**src/rtl/ides_word_align_if.sv**
```systemverilog
// ----------------------------------------------------------------------------
// ides_word_align_if
// Groups the word-aligner signals into one bundle between the link side and
// the aligner.
//   master : drives q, cal, train_en; observes the aligner outputs
//   slave  : the aligner itself
// Signals:
//   q         deserialized word from the IDES
//   cal       delay-calibration-done flag from the calibrator
//   train_en  link is sending the training word
//   bitslip   one-cycle pulse to the IDES bitslip input
//   recal_req one-cycle pulse to the calibrator's recal
//   aligned   word lock achieved
//   data_out  aligned data
//   data_vld  data_out valid
//   slip_cnt  bitslips issued since the last IDLE
//   err       sticky, retries exhausted
// ----------------------------------------------------------------------------
interface ides_word_align_if #(
  parameter int FW = 8
);
  logic [FW-1:0] q;
  logic          cal;
  logic          train_en;
  logic          bitslip;
  logic          recal_req;
  logic          aligned;
  logic [FW-1:0] data_out;
  logic          data_vld;
  logic [3:0]    slip_cnt;
  logic          err;

  modport master (
    output q, cal, train_en,
    input  bitslip, recal_req, aligned, data_out, data_vld, slip_cnt, err
  );

  modport slave (
    input  q, cal, train_en,
    output bitslip, recal_req, aligned, data_out, data_vld, slip_cnt, err
  );
endinterface

```
**src/rtl/ides_word_align.sv**
```systemverilog
// ----------------------------------------------------------------------------
// ides_word_align
// Word-alignment stage behind the IDES delay calibrator. After calibration it
// hunts for the training word by pulsing bitslip, forwards aligned data once
// locked, and asks the calibrator to redo the delay when every slip position
// has failed.
// Ports:
//   pclk  module clock (same as the calibrator)
//   rst   synchronous, active-high reset
//   bus   ides_word_align_if.slave (q, cal, train_en in; bitslip, recal_req,
//         aligned, data_out, data_vld, slip_cnt, err out)
//
// state      | meaning
// -----------+-----------------------------------------------------------
// IDLE       | waiting for cal, all outputs low
// CHECK      | counting consecutive q_r == TRAIN matches
// SLIP       | bitslip pulse for this cycle
// SETTLE     | let the IDES settle after a slip
// LOCKED     | aligned, forwarding data, watching for loss of lock
// FAIL       | recal_req pulse for this cycle, bump the retry count
// WAIT_DROP  | waiting for the calibrator to drop cal
// ----------------------------------------------------------------------------
module ides_word_align #(
  parameter int            FW         = 8,
  parameter logic [FW-1:0] TRAIN      = 8'hA5,
  parameter int            SETTLE_CYC = 4,
  parameter int            LOCK_CNT   = 16,
  parameter int            ERR_LIM    = 4,
  parameter int            MAX_RETRY  = 3
) (
  input logic               pclk,
  input logic               rst,
  ides_word_align_if.slave  bus
);

  localparam logic [7:0] LOCK_LAST   = 8'(LOCK_CNT - 1);
  localparam logic [7:0] SETTLE_LAST = 8'(SETTLE_CYC - 1);
  localparam logic [3:0] ERR_LAST    = 4'(ERR_LIM - 1);
  localparam logic [3:0] SLIP_LAST   = 4'(FW - 1);
  localparam logic [3:0] RETRY_MAX   = 4'(MAX_RETRY);
  // 255 cycles in WAIT_DROP with cal still high before failing again
  localparam logic [7:0] DROP_LAST   = 8'd254;

  typedef enum logic [2:0] {
    S_IDLE,
    S_CHECK,
    S_SLIP,
    S_SETTLE,
    S_LOCKED,
    S_FAIL,
    S_WAIT_DROP
  } state_t;

  state_t        r_state, w_state_nxt;
  logic [FW-1:0] r_q;
  logic [FW-1:0] r_data;
  logic [7:0]    r_match_cnt, w_match_cnt_nxt;
  logic [7:0]    r_wait_cnt,  w_wait_cnt_nxt;
  logic [3:0]    r_mis_cnt,   w_mis_cnt_nxt;
  logic [3:0]    r_slip_cnt,  w_slip_cnt_nxt;
  logic [3:0]    r_retry_cnt, w_retry_cnt_nxt;
  logic          r_err,       w_err_nxt;
  logic          r_bitslip;
  logic          r_recal;
  logic          r_aligned;

  logic          w_match;
  logic          w_force_idle;
  logic [3:0]    w_retry_inc;
  logic [3:0]    w_slip_inc;

  assign w_match      = (r_q == TRAIN);
  // losing calibration overrides everything except where cal=0 is expected
  assign w_force_idle = !bus.cal && (r_state != S_IDLE) && (r_state != S_WAIT_DROP);
  assign w_retry_inc  = (r_retry_cnt == 4'hF) ? 4'hF : r_retry_cnt + 4'd1;
  assign w_slip_inc   = (r_slip_cnt == 4'hF) ? 4'hF : r_slip_cnt + 4'd1;

  always_ff @(posedge pclk) begin
    if (rst) begin
      r_state <= S_IDLE;
    end else begin
      r_state <= w_state_nxt;
    end
  end

  always_comb begin
    w_state_nxt     = r_state;
    w_match_cnt_nxt = r_match_cnt;
    w_wait_cnt_nxt  = r_wait_cnt;
    w_mis_cnt_nxt   = r_mis_cnt;
    w_slip_cnt_nxt  = r_slip_cnt;
    w_retry_cnt_nxt = r_retry_cnt;
    w_err_nxt       = r_err;

    // the recal pulse is already out while in FAIL, so count it even if
    // cal drops in the same cycle
    if (r_state == S_LOCKED) begin
      w_retry_cnt_nxt = 4'd0;
    end
    if (r_state == S_FAIL) begin
      w_retry_cnt_nxt = w_retry_inc;
      if (w_retry_inc >= RETRY_MAX) begin
        w_err_nxt = 1'b1;
      end
    end

    if (w_force_idle) begin
      w_state_nxt     = S_IDLE;
      w_slip_cnt_nxt  = 4'd0;
      w_match_cnt_nxt = 8'd0;
      w_mis_cnt_nxt   = 4'd0;
    end else begin
      case (r_state)
        S_IDLE: begin
          w_slip_cnt_nxt  = 4'd0;
          w_match_cnt_nxt = 8'd0;
          w_mis_cnt_nxt   = 4'd0;
          if (bus.cal) begin
            w_state_nxt = S_CHECK;
          end
        end
        S_CHECK: begin
          if (w_match) begin
            if (r_match_cnt == LOCK_LAST) begin
              w_state_nxt     = S_LOCKED;
              w_match_cnt_nxt = 8'd0;
              w_mis_cnt_nxt   = 4'd0;
            end else begin
              w_match_cnt_nxt = r_match_cnt + 8'd1;
            end
          end else begin
            w_match_cnt_nxt = 8'd0;
            // every rotation has been tried; no extra slip on the last miss
            w_state_nxt = (r_slip_cnt == SLIP_LAST) ? S_FAIL : S_SLIP;
          end
        end
        S_SLIP: begin
          w_slip_cnt_nxt = w_slip_inc;
          w_wait_cnt_nxt = 8'd0;
          w_state_nxt    = S_SETTLE;
        end
        S_SETTLE: begin
          if (r_wait_cnt == SETTLE_LAST) begin
            w_state_nxt     = S_CHECK;
            w_match_cnt_nxt = 8'd0;
          end else begin
            w_wait_cnt_nxt = r_wait_cnt + 8'd1;
          end
        end
        S_LOCKED: begin
          if (bus.train_en && !w_match) begin
            if (r_mis_cnt == ERR_LAST) begin
              w_state_nxt     = S_CHECK;
              w_mis_cnt_nxt   = 4'd0;
              w_match_cnt_nxt = 8'd0;
            end else begin
              w_mis_cnt_nxt = r_mis_cnt + 4'd1;
            end
          end else begin
            w_mis_cnt_nxt = 4'd0;
          end
        end
        S_FAIL: begin
          w_state_nxt    = S_WAIT_DROP;
          w_wait_cnt_nxt = 8'd0;
        end
        S_WAIT_DROP: begin
          if (!bus.cal) begin
            w_state_nxt    = S_IDLE;
            w_slip_cnt_nxt = 4'd0;
          end else if (r_wait_cnt == DROP_LAST) begin
            w_state_nxt = S_FAIL;
          end else begin
            w_wait_cnt_nxt = r_wait_cnt + 8'd1;
          end
        end
        default: begin
          w_state_nxt = S_IDLE;
        end
      endcase
    end
  end

  // Outputs are registered from the next state so pulses are glitch-free
  // and data_out/data_vld line up on the same edge.
  always_ff @(posedge pclk) begin
    if (rst) begin
      r_q         <= '0;
      r_data      <= '0;
      r_match_cnt <= 8'd0;
      r_wait_cnt  <= 8'd0;
      r_mis_cnt   <= 4'd0;
      r_slip_cnt  <= 4'd0;
      r_retry_cnt <= 4'd0;
      r_err       <= 1'b0;
      r_bitslip   <= 1'b0;
      r_recal     <= 1'b0;
      r_aligned   <= 1'b0;
    end else begin
      r_q         <= bus.q;
      r_data      <= (w_state_nxt == S_LOCKED) ? r_q : '0;
      r_match_cnt <= w_match_cnt_nxt;
      r_wait_cnt  <= w_wait_cnt_nxt;
      r_mis_cnt   <= w_mis_cnt_nxt;
      r_slip_cnt  <= w_slip_cnt_nxt;
      r_retry_cnt <= w_retry_cnt_nxt;
      r_err       <= w_err_nxt;
      r_bitslip   <= (w_state_nxt == S_SLIP);
      r_recal     <= (w_state_nxt == S_FAIL);
      r_aligned   <= (w_state_nxt == S_LOCKED);
    end
  end

  assign bus.bitslip   = r_bitslip;
  assign bus.recal_req = r_recal;
  assign bus.aligned   = r_aligned;
  assign bus.data_vld  = r_aligned;
  assign bus.data_out  = r_data;
  assign bus.slip_cnt  = r_slip_cnt;
  assign bus.err       = r_err;

endmodule
```
**src/flat_wrapper.sv**
```systemverilog
// flat-port wrapper written by rule: the top's interface ports become plain ports
module ides_word_align_flat 
#(
  parameter int            FW         = 8,
  parameter logic [FW-1:0] TRAIN      = 8'hA5,
  parameter int            SETTLE_CYC = 4,
  parameter int            LOCK_CNT   = 16,
  parameter int            ERR_LIM    = 4,
  parameter int            MAX_RETRY  = 3
)
  (pclk, rst, bus_q, bus_cal, bus_train_en, bus_bitslip, bus_recal_req, bus_aligned, bus_data_out, bus_data_vld, bus_slip_cnt, bus_err);
  ides_word_align_if #(.FW(FW)) bus_i ();
  input logic pclk;
  input logic rst;
  input wire logic [$bits(bus_i.q)-1:0] bus_q;
  input wire logic [$bits(bus_i.cal)-1:0] bus_cal;
  input wire logic [$bits(bus_i.train_en)-1:0] bus_train_en;
  output wire logic [$bits(bus_i.bitslip)-1:0] bus_bitslip;
  output wire logic [$bits(bus_i.recal_req)-1:0] bus_recal_req;
  output wire logic [$bits(bus_i.aligned)-1:0] bus_aligned;
  output wire logic [$bits(bus_i.data_out)-1:0] bus_data_out;
  output wire logic [$bits(bus_i.data_vld)-1:0] bus_data_vld;
  output wire logic [$bits(bus_i.slip_cnt)-1:0] bus_slip_cnt;
  output wire logic [$bits(bus_i.err)-1:0] bus_err;
  assign bus_i.q = bus_q;
  assign bus_i.cal = bus_cal;
  assign bus_i.train_en = bus_train_en;
  assign bus_bitslip = bus_i.bitslip;
  assign bus_recal_req = bus_i.recal_req;
  assign bus_aligned = bus_i.aligned;
  assign bus_data_out = bus_i.data_out;
  assign bus_data_vld = bus_i.data_vld;
  assign bus_slip_cnt = bus_i.slip_cnt;
  assign bus_err = bus_i.err;
  ides_word_align #(.FW(FW), .TRAIN(TRAIN), .SETTLE_CYC(SETTLE_CYC), .LOCK_CNT(LOCK_CNT), .ERR_LIM(ERR_LIM), .MAX_RETRY(MAX_RETRY)) u_core (.pclk(pclk), .rst(rst), .bus(bus_i));
endmodule
```
**config.mk**
```make
export PLATFORM = sky130hd
export DESIGN_NAME = ides_word_align_flat
export DESIGN_NICKNAME = d
export VERILOG_FILES = /design/src/rtl/ides_word_align_if.sv /design/src/rtl/ides_word_align.sv /design/src/flat_wrapper.sv
export SDC_FILE = /design/constraint.sdc
export NUM_CORES = 1
export LEC_CHECK = 0
export CAP_MARGIN = 20
export CORE_MARGIN = 2
export CORE_UTILIZATION = 59
export CTS_BUF_LIST = sky130_fd_sc_hd__clkbuf_16
export CTS_CLUSTER_DIAMETER = 40
export DETAILED_ROUTE_END_ITERATION = 6
export PLACE_DENSITY = 0.84
export RECOVER_POWER = 25
export REMOVE_ABC_BUFFERS = 1
export SYNTH_ARGS = -nofsm -noshare
export SYNTH_HDL_FRONTEND = slang
export SYNTH_SLANG_ARGS = --single-unit
```
**constraint.sdc**
```tcl
create_clock -name pclk -period 3.1 [get_ports pclk]
set_input_delay 0.62 -clock pclk [delete_from_list [all_inputs] [get_ports pclk]]
set_output_delay 0.62 -clock pclk [all_outputs]
set_load 0.005 [all_outputs]
```
; ---- After elaboration in Yosys (flattened, before gate mapping)
; Index checks and enable logic that the tools add are counted.
[totals]
register_bits = 51
input_bits = 12
output_inout_bits = 17
word_cells = 99
[op_classes]
addsub = 5
magnitude_cmp = 1
eq_ne = 27
muxes = 32
bitwise_logic = 2
reduce_logical = 20
[op_table]
columns = op, n
row1 = 8-bit two-way mux, 8
row2 = 4-bit two-way mux, 9
row3 = 8-bit case mux with 4 select lines, 1
row4 = 3-bit two-way mux, 10
row5 = 4-bit case mux with 3 select lines, 2
row6 = 8-bit case mux with 3 select lines, 1
row7 = 3-bit case mux with 7 select lines, 1
row8 = "8-bit by 1-bit adder with 8-bit output, second input constant", 2
row9 = "8-bit equality test, second input constant", 2
row10 = "3-bit equality test, second input constant", 5
row11 = "4-bit by 1-bit adder with 4-bit output, second input constant", 3
row12 = "2-bit inequality test, second input constant", 6
row13 = 3-bit nonzero test, 4
row14 = "3-bit by 2-bit equality test with 1-bit output, second input constant", 3
row15 = "4-bit equality test, second input constant", 2
row16 = "8-bit by 2-bit equality test with 1-bit output, second input constant", 1
row17 = "8-bit by 4-bit equality test with 1-bit output, second input constant", 1
row18 = "2-bit by 1-bit inequality test with 1-bit output, second input constant", 3
row19 = 2-bit OR reduction, 3
row20 = 5-bit AND reduction, 1
row21 = "4-bit by 2-bit equality test with 1-bit output, second input constant", 1
row22 = "4-bit by 3-bit equality test with 1-bit output, second input constant", 1
row23 = "4-bit by 2-bit >= comparator with 1-bit output, second input constant", 1
row24 = 2-bit AND reduction, 2
row25 = other kinds (10), 14

; ---- Logic depth before layout (Yosys ltp)
[depth]
word_depth = 9
ltp_mapped = 7
depth_no_buf = 6

; ---- Least setup slack after synthesis
; OpenSTA, ideal clock, no wires.
[synth_timing]
path_kind = reg-to-reg
startpoint = register u_core.r_wait_cnt[1]
endpoint = register u_core.r_data[0], in the netlist u_core.bus.data_out[0]
setup_ps = 92
t_arrival_ps = 1637
t_required_ps = 3008
slack_ps = 1371
path_stages_with_launch = 7
n_path_buf = 0
period_less_slack_ps = 1729
path_cell_list = dfxtp_1 ha_1 nor4b_2 a31oi_1 a311oi_2 nand2_2 nor4_1
[synth_between]
elab_chain_len = 8
elab_cells_between_ends = 10
cone_classes = eq/ne (3) / mux (5) / bitwise (1) / reduce/logical (1)
[synth_lines]
columns = item, line
row1 = from (decl), ides_word_align.sv:58  ; logic [7:0] r_wait_cnt, w_wait_cnt_nxt;
row2 = from (signal assigned), ides_word_align.sv:203  ; r_wait_cnt <= w_wait_cnt_nxt;
row3 = 8-bit equality test, ides_word_align.sv:171  ; end else if (r_wait_cnt == DROP_LAST) begin
row4 = 3-bit two-way mux, ides_word_align.sv:171
row5 = 3-bit two-way mux, ides_word_align.sv:168  ; if (!bus.cal) begin
row6 = 3-bit case mux with 7 select lines (*), ides_word_align.sv:113  ; case (r_state)
row7 = 3-bit two-way mux (*), ides_word_align.sv:107  ; if (w_force_idle) begin
row8 = 3-bit equality test (*), ides_word_align.sv:201  ; r_data <= (w_state_nxt == S_LOCKED) ? r_q : '0;
row9 = 1-bit inverter (no source line) (*), -
row10 = 2-bit OR reduction (no source line) (*), -
row11 = to (signal assigned), ides_word_align.sv:201
row12 = to (decl), ides_word_align.sv:56  ; logic [FW-1:0] r_data;
; Mark *: on every way between the ends. The rest lies on a longest branch, timed or not.
; A chain may end at the register's enable or synchronous reset.

; ---- Worst setup path in the final report
[layout_timing]
startpoint = register u_core.r_state[1]
endpoint = register u_core.r_wait_cnt[3]
[layout_between]
elab_chain_len = 5
elab_cells_between_ends = 16
cone_classes = eq/ne (8) / mux (1) / bitwise (1) / reduce/logical (6)
[layout_lines]
columns = item, line
row1 = from (decl), ides_word_align.sv:54  ; state_t r_state, w_state_nxt;
row2 = from (signal assigned), ides_word_align.sv:82  ; r_state <= w_state_nxt;
row3 = branches (longest 5 deep; another with 5-bit AND reduction), -
; Several ways; the timed one is not identified.

==> results.yml <==
final_layout:
  multiInputGateArea_um2: 1381
  layout.cells.non_filler: 362
  seqCellArea_um2: 1021
  post_route_cells_drive_above_1_share_pct: 8.333
  final.fill_count: 326
  antenna_cells: 0
  nNetsFinal: 329
  area_growth_pct: 18.15
clocking:
  cts.htree.levels: 2
  post_cts.resized_instances: 0
  post_cts.repair.setup_buffers: 0
  cts_num_sinks: 51
  cts-hold-fix-buffers: 0
  tritoncts: "yes"
  cts_made_buffers: 5
  path_clk_slew_ps: 70
  clock-root-buffer: "sky130_fd_sc_hd__clkbuf_16"
  clock_tree.buffer_depth: 2
  insertion_delay_ps: 290
setup_path:
  crit_type: "reg -> reg"
  r2r-start: "u_core.r_state[1]"
  worstPathMaxFanout: 17
  r2r_slack_ps: 760
  critical_path_required_ps: 3320
  worst_r2r_end: "u_core.r_wait_cnt[3]"
  cp_data_arrival_time_ps: 2550
  critical_path.startpoint_type: "flip-flop"
  critPathLaunch: "u_core.r_state[1]"
  ff2ff_path_depth: 5
  critical_path_endpoint_category: "flip-flop"
hold_path:
  holdPathEnd: "u_core.bus.data_out[5]"
  timing.hold.worst.start: "u_core.r_q[5]"
  holdCritPathClass: "reg -> reg"
  whs_path_depth: 2
drt:
  routed_wirelength_um: 5293
  routed_len_inst_um: 14.62
  via_count: 2172
  drt-pass1-iter-count: 5
  count_of_antenna_violating_nets_left_after_detailed_routing: 0
  drtIter0Drc: 156
  drc_errors: 0
  routed_via_density: 6.000
timing:
  postLayoutSetupSlackWorst_ps: 761.3
  max_slew.worst_pin.slew_ps: 839.8
  hold_viol: 0
  final.setup.tns_ps: 0
  worst_slew_margin_rel_pct: 43.68
  max_clock_freq_mhz: 427.6
  fin_crit_sh_pct: 75.44
  maximum_clock_skew_at_final_layout_ps: 6.081
  rsz0062_at_grt: "no"
  period_minus_slack_ps: 2339
  slew_viol_final: 0
  setup_violations: 0
logic_synthesis:
  yosysTopAreaCellShare_pct: 41.25
  mappedNetlistArea_um2: 2475
  synth_sequential_area_ratio_pct: 41.25
  post-synth-top-count-cell: "sky130_fd_sc_hd__dfxtp_1"
  netlist_instances: 282
  netlist.top_cell.by_area: "sky130_fd_sc_hd__dfxtp_1"
  async_flop_share_pct: 0
  ys_ff_latch: 51
  synth.top_cells.by_count: "sky130_fd_sc_hd__dfxtp_1 (51), sky130_fd_sc_hd__nand2_1 (32), sky130_fd_sc_hd__a21oi_1 (30)"
  yosysWarnings: 0
  ys_top_cells_by_area: "sky130_fd_sc_hd__dfxtp_1 (41%), sky130_fd_sc_hd__a21oi_1 (6.1%), sky130_fd_sc_hd__nand2_1 (4.9%)"
  synth_enable_flop_cells: 0
  synthDistinctLibCells: 59
  synth_top_flop_cell: "sky130_fd_sc_hd__dfxtp_1"
  syn_avg_cell_area_um2: 8.776
die:
  die-height_um: 68.77
  starting_density_of_the_core_pct: 61.43
  core_outline_area_um2: 4029
  fp.dieArea_um2: 4729
  rows: 23
  top_level_ports: 29
  die-width_um: 68.77
placed_design:
  dpl.cell_count: 354
  gp_routability_congestion: 0.7924
  placement.setup.worst_slack_ps: 705.0
  hpwlAfterDp_um: 3775
  port-buffer-count: 28
grt:
  total_congestion_overflow_after_global_routing: 0
  grt_pass1_vias: 1873
  grt_first_pass_wirelength_um: 8300
  grt_max_degree: 18
  global_route.usage.total_pct: 23.69
  grt_antenna_before_repair: 0
run_status:
  status: "completed"
pwr:
  design_power_total_mw: 1.354
  power.leakage_nw: 1.023
  vdd_ir_drop_max_mv: 0.3215
  power_per_cell_area_nw_per_um2: 463.0
flow_run:
  cap_violations: 0
[area by class of cell]
cell class              count  share of cell area (%)
flip-flops and latches     51                   34.92
repair buffers             30                   9.970
inverters                   7                  0.8986
well taps                  50                   2.139
clock buffers               5                   4.279
clock inverters             3                  0.5563
multi-input cells         216                   47.24
[sequential cells by signal, indices dropped and copies added, names as in the netlist, 3 cells and up]
register,count
u_core.bus.data_out,8
u_core.bus.slip_cnt,4
u_core.r_match_cnt,8
u_core.r_mis_cnt,4
u_core.r_q,8
u_core.r_retry_cnt,4
u_core.r_state,3
u_core.r_wait_cnt,8
[cells by family after synthesis]
| family | after synthesis | synth area share [%] |
|---|---|---|
| AO/OA/AOI/OAI | 82 | 21.79 |
| multiplexers | 1 | 0.4045 |
| XOR/XNOR | 2 | 0.7079 |
| AND/OR/NAND/NOR | 125 | 29.88 |
| flip-flops | 51 | 41.25 |
| buffers and inverters | 15 | 2.932 |
| adder cells (fa/ha/maj) | 6 | 3.033 |
[through the flow]
step	instance area, µm²	utilization [%]	hold WS (ps)
after global placement	2786	69.16	419.0
after floorplan	2429	-	410.7
final	2924	72.58	440.3
after CTS	2928	72.67	441.0
after global routing	2924	72.58	461.6
after detailed placement	2786	69.16	428.3
[power by group]
part	leakage, nW	switching, mW	internal [mW]
Sequential	0.414	0.0188	0.668
Clock	0.0710	0.234	0.295
Combinational	0.539	0.0830	0.0558
[how the worst max path moves through the flow]
stage                           endpoint  slack (ps)
CTS                 u_core.r_wait_cnt[3]         750
floorplan           u_core.r_wait_cnt[1]        1200
finish              u_core.r_wait_cnt[3]         760
global route        u_core.r_wait_cnt[3]         460
global placement     u_core.r_mis_cnt[2]         800
detailed placement   u_core.r_mis_cnt[2]         700
[layout by cell type (no fill, tap or decap), types with 2 or more instances in the layout]
master | Yosys | layout
sky130_fd_sc_hd__a211oi_1 | 3 | 3
sky130_fd_sc_hd__a21boi_0 | 2 | 2
sky130_fd_sc_hd__a21o_1 | 2 | 2
sky130_fd_sc_hd__a21oi_1 | 30 | 30
sky130_fd_sc_hd__a22oi_1 | 2 | 2
sky130_fd_sc_hd__a311oi_2 | 2 | 2
sky130_fd_sc_hd__a31oi_1 | 3 | 3
sky130_fd_sc_hd__a41oi_1 | 2 | 2
sky130_fd_sc_hd__and3_1 | 5 | 5
sky130_fd_sc_hd__and4bb_2 | 3 | 3
sky130_fd_sc_hd__clkbuf_16 | 0 | 5
sky130_fd_sc_hd__clkdlybuf4s50_1 | 0 | 21
sky130_fd_sc_hd__dfxtp_1 | 51 | 51
sky130_fd_sc_hd__dlygate4sd3_1 | 0 | 7
sky130_fd_sc_hd__ha_1 | 6 | 6
sky130_fd_sc_hd__inv_1 | 6 | 7
sky130_fd_sc_hd__nand2_1 | 32 | 32
sky130_fd_sc_hd__nand2b_1 | 4 | 4
sky130_fd_sc_hd__nand3_1 | 9 | 9
sky130_fd_sc_hd__nand3b_1 | 2 | 2
sky130_fd_sc_hd__nand4_1 | 2 | 2
sky130_fd_sc_hd__nor2_1 | 14 | 14
sky130_fd_sc_hd__nor2b_1 | 11 | 11
sky130_fd_sc_hd__nor3_1 | 6 | 6
sky130_fd_sc_hd__nor4_1 | 11 | 11
sky130_fd_sc_hd__o211a_1 | 2 | 2
sky130_fd_sc_hd__o211ai_1 | 4 | 4
sky130_fd_sc_hd__o21a_1 | 2 | 2
sky130_fd_sc_hd__o21ai_0 | 17 | 17
sky130_fd_sc_hd__o31ai_1 | 4 | 4
sky130_fd_sc_hd__or2_2 | 2 | 2
sky130_fd_sc_hd__or3_1 | 5 | 5
sky130_fd_sc_hd__or4_1 | 3 | 3
sky130_fd_sc_hd__xnor2_1 | 2 | 2
[critical path, cell delays in order, from the launching register on]
cell and delay [ps]:
sky130_fd_sc_hd__dfxtp_1 690, sky130_fd_sc_hd__nand2b_1 290, sky130_fd_sc_hd__o22ai_1 140, sky130_fd_sc_hd__o31ai_2 770
sky130_fd_sc_hd__o21ai_0 210, sky130_fd_sc_hd__a21oi_1 160
[routing by layer]
layer	GRT usage, %	wire, µm	vias up
met5	0	0	-
met4	9.559	74	0
met3	4.870	181	6
met2	37.62	2509	45
met1	31.50	2528	1015
li1	-	-	1106
(Power assumes the default switching activity.)
